[src/rtl/fetch_queue_pkg.sv]
// Shared constants and entry type for the fetch queue, matching fetch and decode.
package fetch_queue_pkg;

    localparam int unsigned INSTR_W  = 32;
    localparam logic [31:0] NOP      = 32'h0000_0000;
    localparam logic [31:0] PC_RESET = 32'h0000_3000;

    // One buffered fetch result: PC in the upper half, instruction word in the lower half.
    typedef struct packed {
        logic [31:0]        pc;
        logic [INSTR_W-1:0] instr;
    } fq_entry_t;

endpackage

[src/rtl/fetch_queue_mem.sv]
// Entry storage: one synchronous write port, one asynchronous read port, no reset.
module fetch_queue_mem
    import fetch_queue_pkg::*;
#(
    parameter int unsigned DEPTH = 4,
    parameter int unsigned PTR_W = 2
) (
    input  logic             clk,
    input  logic             we,
    input  logic [PTR_W-1:0] waddr,
    input  fq_entry_t        wdata,
    input  logic [PTR_W-1:0] raddr,
    output fq_entry_t        rdata
);

    fq_entry_t mem [DEPTH];

    // Write the pushed entry; contents are deliberately left uninitialised on reset.
    always_ff @(posedge clk) begin
        if (we) begin
            mem[waddr] <= wdata;
        end
    end

    assign rdata = mem[raddr];

endmodule

[src/rtl/fetch_queue.sv]
// Circular instruction buffer between fetch and decode with valid/ready on both sides
// and a flush that drops everything on a redirect.
module fetch_queue
    import fetch_queue_pkg::*;
#(
    parameter int unsigned DEPTH     = 4,
    parameter int unsigned PTR_W     = 2,
    parameter logic [31:0] NOP_INSTR = NOP
) (
    input  logic               clk,
    input  logic               reset,
    input  logic [31:0]        F_PC,
    input  logic [INSTR_W-1:0] F_Instr,
    input  logic               F_valid,
    output logic               F_ready,
    output logic               D_valid,
    input  logic               D_ready,
    output logic [31:0]        D_PC,
    output logic [INSTR_W-1:0] D_Instr,
    input  logic               flush,
    output logic [PTR_W:0]     count
);

    localparam logic [PTR_W:0]   CntFull = (PTR_W+1)'(DEPTH);
    localparam logic [PTR_W:0]   CntOne  = (PTR_W+1)'(1);
    localparam logic [PTR_W-1:0] PtrOne  = PTR_W'(1);

    logic [PTR_W-1:0] wr_ptr_q, wr_ptr_d;
    logic [PTR_W-1:0] rd_ptr_q, rd_ptr_d;
    logic [PTR_W:0]   count_q, count_d;
    logic             full, empty, push, pop;
    fq_entry_t        wr_entry, head;

    assign full  = (count_q == CntFull);
    assign empty = (count_q == '0);

    // Ready depends only on occupancy, so a same-cycle pop never opens a full queue.
    assign F_ready = !full;
    assign D_valid = !empty;
    assign push    = F_valid && F_ready && !flush;
    assign pop     = D_valid && D_ready && !flush;

    assign wr_entry = '{pc: F_PC, instr: F_Instr};

    fetch_queue_mem #(
        .DEPTH (DEPTH),
        .PTR_W (PTR_W)
    ) u_mem (
        .clk   (clk),
        .we    (push),
        .waddr (wr_ptr_q),
        .wdata (wr_entry),
        .raddr (rd_ptr_q),
        .rdata (head)
    );

    // Head is a plain read of the storage, masked while empty (no write-to-read bypass).
    always_comb begin
        D_PC    = 32'h0;
        D_Instr = NOP_INSTR;
        if (!empty) begin
            D_PC    = head.pc;
            D_Instr = head.instr;
        end
    end

    // Next pointers and occupancy; flush wins over any same-cycle push or pop.
    always_comb begin
        wr_ptr_d = wr_ptr_q;
        rd_ptr_d = rd_ptr_q;
        count_d  = count_q;
        if (flush) begin
            wr_ptr_d = '0;
            rd_ptr_d = '0;
            count_d  = '0;
        end else begin
            if (push) wr_ptr_d = wr_ptr_q + PtrOne;
            if (pop)  rd_ptr_d = rd_ptr_q + PtrOne;
            unique case ({push, pop})
                2'b10:   count_d = count_q + CntOne;
                2'b01:   count_d = count_q - CntOne;
                default: count_d = count_q;
            endcase
        end
    end

    // State register with synchronous reset taking priority over everything.
    always_ff @(posedge clk) begin
        if (reset) begin
            wr_ptr_q <= '0;
            rd_ptr_q <= '0;
            count_q  <= '0;
        end else begin
            wr_ptr_q <= wr_ptr_d;
            rd_ptr_q <= rd_ptr_d;
            count_q  <= count_d;
        end
    end

    assign count = count_q;

endmodule

[config.mk]
export PLATFORM = sky130hd
export DESIGN_NAME = fetch_queue
export DESIGN_NICKNAME = d
export VERILOG_FILES = /design/src/rtl/fetch_queue_pkg.sv /design/src/rtl/fetch_queue_mem.sv /design/src/rtl/fetch_queue.sv
export SDC_FILE = /design/constraint.sdc
export NUM_CORES = 1
export LEC_CHECK = 0
export BUFFER_PORTS_ARGS = -buffer_cell sky130_fd_sc_hd__buf_2
export CAP_MARGIN = 20
export CORE_AREA = 2 2 147 149
export CTS_BUF_LIST = sky130_fd_sc_hd__clkbuf_8 sky130_fd_sc_hd__clkbuf_16
export CTS_CLUSTER_DIAMETER = 60
export DETAILED_ROUTE_END_ITERATION = 8
export DIE_AREA = 0 0 149 151
export PLACE_DENSITY = 0.8
export SYNTH_ARGS = -nofsm -noshare
export SYNTH_HDL_FRONTEND = slang
export SYNTH_SLANG_ARGS = --single-unit
[constraint.sdc]
create_clock -name clk -period 5.5 [get_ports clk]
set_input_delay 0.55 -clock clk [delete_from_list [all_inputs] [get_ports clk]]
set_output_delay 0.55 -clock clk [all_outputs]
set_load 0.05 [all_outputs]
==> flow_metrics.tcl <==
set metrics [dict create \
    status "finished clean" \
    seq_area_sq_um 7880 \
    num_vias 4778 \
    startpoint_type "flip-flop" \
    cts_resized 0 \
    grt_usage_pct 16.2 \
    cpMaxStageDelayCell "dfxtp_4" \
    powerDensity_nw_per_um2 339 \
    multi_input_area_sq_um 2160 \
    max-slew-margin-rel_pct 32.0 \
    final_antenna_net_count 0 \
    yosysTopAreaCell "edfxtp_1" \
    dp.cells 850 \
    root_buffer "clkbuf_16" \
    cpPeakStageDelay_ns 0.99 \
    worstSetupPathType "reg2out" \
    ys_types 29 \
    cts_buffers 25 \
    antenna_found_initial 1 \
    wirelength_mm 17.9 \
    core-area_sq_um 20800 \
    grt_pass1_vias 5273 \
    cts.reportedPaths.clkPinSlew_ns 0.06 \
    grt_pass1_wl_mm 28.1 \
    rsz0062_at_grt "no" \
    synth_area_leaders "edfxtp_1, mux4_2, and2_1" \
    initial_core_util_pct 49.2 \
    synth_cells 460 \
    worstHoldStart "F_PC[25]" \
    cp-end-kind "primary output" \
    ir_worst_vdd_mv 0.190 \
    clkSinkCount 265 \
    finalHoldViolations 0 \
    drt_iter0_drc 284 \
    drt-pass1-iter-count 4 \
    report.final.slew_viol_count 0 \
    timing.fmax_mhz 286 \
    hpwl_mm 10.1 \
    avgSynthCellArea_sq_um 22.3 \
    cts_hold_buf 0 \
    crit_fanout 48 \
    synth_nets 535 \
    die-width_um 149 \
    setup_viol 0 \
    critical_path.cell_chain "buf_4 > mux4_2 > and2_1 > buf_2" \
    postCtsSetupBuffers 0 \
    nets 678 \
    drc 0 \
    row_count 53 \
    post_drt_wl_per_cell_um 20.1 \
    period_minus_slack_ns 3.49 \
    vias_per_cell 5.35 \
    fp.dieArea_sq_um 22500 \
    finalSetupTns_ns 0 \
    leakagePower_uw 0.00409 \
    skew_ns 0.00527 \
    insertion_delay_ns 0.50 \
    cts_tree "built" \
    stdcell_count 893 \
    yosysSeqAreaShare_pct 76.9 \
    drv_cap 0 \
    syn_to_final_growth_pct 16.1 \
    met2_usage_pct 27.3 \
    yosys_warnings 0 \
    grt_busiest_layer "met2" \
    synth_top_area_share_pct 75.1 \
    met3_usage_pct 3.86 \
    hp-class "in2reg" \
    worst_pin_slew_ns 1.02 \
    grt_max_degree 66 \
    clockBufferDepth 3 \
    fillers 1582 \
    die_h_um 151 \
    htreeDepth 1 \
    grt_overflow 0 \
    synthesis.area_sq_um 10200 \
    gp_congestion 0.717 \
    grtUsageMet1_pct 21.8 \
    r2r_start "count[2]" \
    worst_ep_arrival_time_ns 2.94 \
    io_pins 138 \
    drive_gt1_share_pct 39.7 \
    port-buffer-count 137 \
    fin_crit_sh_pct 63.5 \
    cp.required_ns 4.95 \
    synth_seq_cells 265 \
]
-- cells in the final DEF, fill, tap and decap left out, drive strengths merged, types with 2 or more instances in the layout --
| cell | count |
|---|---|
| nor2 | 8 |
| xor2 | 4 |
| o31ai | 2 |
| inv | 11 |
| dfxtp | 9 |
| clkinv | 5 |
| buf | 139 |
| a21oi | 3 |
| ha | 5 |
| clkbuf | 31 |
| and2 | 65 |
| edfxtp | 256 |
| and3 | 4 |
| mux4 | 64 |
| or3 | 2 |
-- power breakdown --
group	internal [uW]	total, uW	leakage, uW	switching (uW)
Sequential	2240	2250	0.00240	9.74
Combinational	65.0	189	0.00130	124
Clock	917	1590	0.000393	676
-- area by class of cell --
cell class,instances,share of cell area (%)
Sequential cell,265,66.3
Multi-Input combinational cell,166,18.2
Clock buffer,31,6.05
Timing Repair Buffer,139,6.00
Tap cell,275,2.90
Clock inverter,10,0.400
Inverter,6,0.189
Antenna cell,1,0.0211
-- critical path: cells and delay by family (launching register included) --
family	cells	cell delay, ns
flops	1	0.99
mux	1	0.56
buf+inv	2	0.68
simple gates	1	0.20
-- Yosys cell counts --
| cell | number |
|---|---|
| dfxtp_1 | 9 |
| or3_1 | 2 |
| or3b_1 | 1 |
| a21o_1 | 1 |
| buf_6 | 2 |
| o311ai_0 | 1 |
| a21oi_1 | 3 |
| o31ai_2 | 1 |
| edfxtp_1 | 256 |
| o21ai_0 | 1 |
| and3_1 | 4 |
| and2_1 | 64 |
| and2_4 | 1 |
| nor2_1 | 8 |
| xor2_1 | 4 |
| mux4_2 | 60 |
| clkbuf_1 | 8 |
| inv_1 | 6 |
| buf_2 | 6 |
| nor2b_1 | 1 |
| nand3_1 | 1 |
| mux4_1 | 4 |
| buf_12 | 6 |
| clkbuf_2 | 1 |
| fa_1 | 1 |
| nand4_1 | 1 |
| o31ai_1 | 1 |
| or2_2 | 1 |
| ha_1 | 5 |
-- registers in the layout, indices dropped and copies added (netlist names), named ones only --
name       cells
rd_ptr_q       2
u_mem.mem    256
wr_ptr_q       2
count          3
-- metrics by stage --
step	utilization (%)	cell area, sq um	hold WS, ns	total power [uW]	setup WS [ns]
2_1_floorplan	-	10200	0.485	2410	2.41
3_3_place_gp	53.3	11100	0.504	2480	2.44
3_5_place_dp	53.3	11100	0.521	2480	2.42
4_1_cts	57.0	11900	0.233	4070	1.89
5_1_grt	57.1	11900	0.231	4170	1.75
6_report	57.1	11900	0.256	4030	2.01
-- logic make-up (layout without fill, tap and decap cells) --
logic type,count (synthesis),count (layout),synth area share (%)
AO/OA/AOI/OAI,8,8,0.550
multiplexers,64,64,14.2
adder cells (fa/ha/maj),6,6,0.807
XOR/XNOR,4,4,0.342
other,0,1,0
buffers and inverters,29,186,2.25
AND/OR/NAND/NOR,84,84,4.97
flip-flops,265,265,76.9
-- path summary, 6_finish.rpt --
| check | cells after the start | slack [ns] | to |
|---|---|---|---|
| worst max-delay path | 4 | 2.01 | D_Instr[2] |
| worst min-delay path | 1 | 0.26 | u_mem.mem[0][57] |
| worst max register to register | 9 | 2.96 | count[2] |
| worst min register to register | 2 | 0.53 | rd_ptr_q[1] |
-- per-layer routing --
layer	up-vias	wire length [um]	part of all wire, %
met3	23	1100	6.2
li1	2143	-	-
met5	-	0	0
met2	131	8980	50
met1	2481	7570	42
met4	0	280	1.6
No activity file was read; power rests on OpenSTA's default activity.
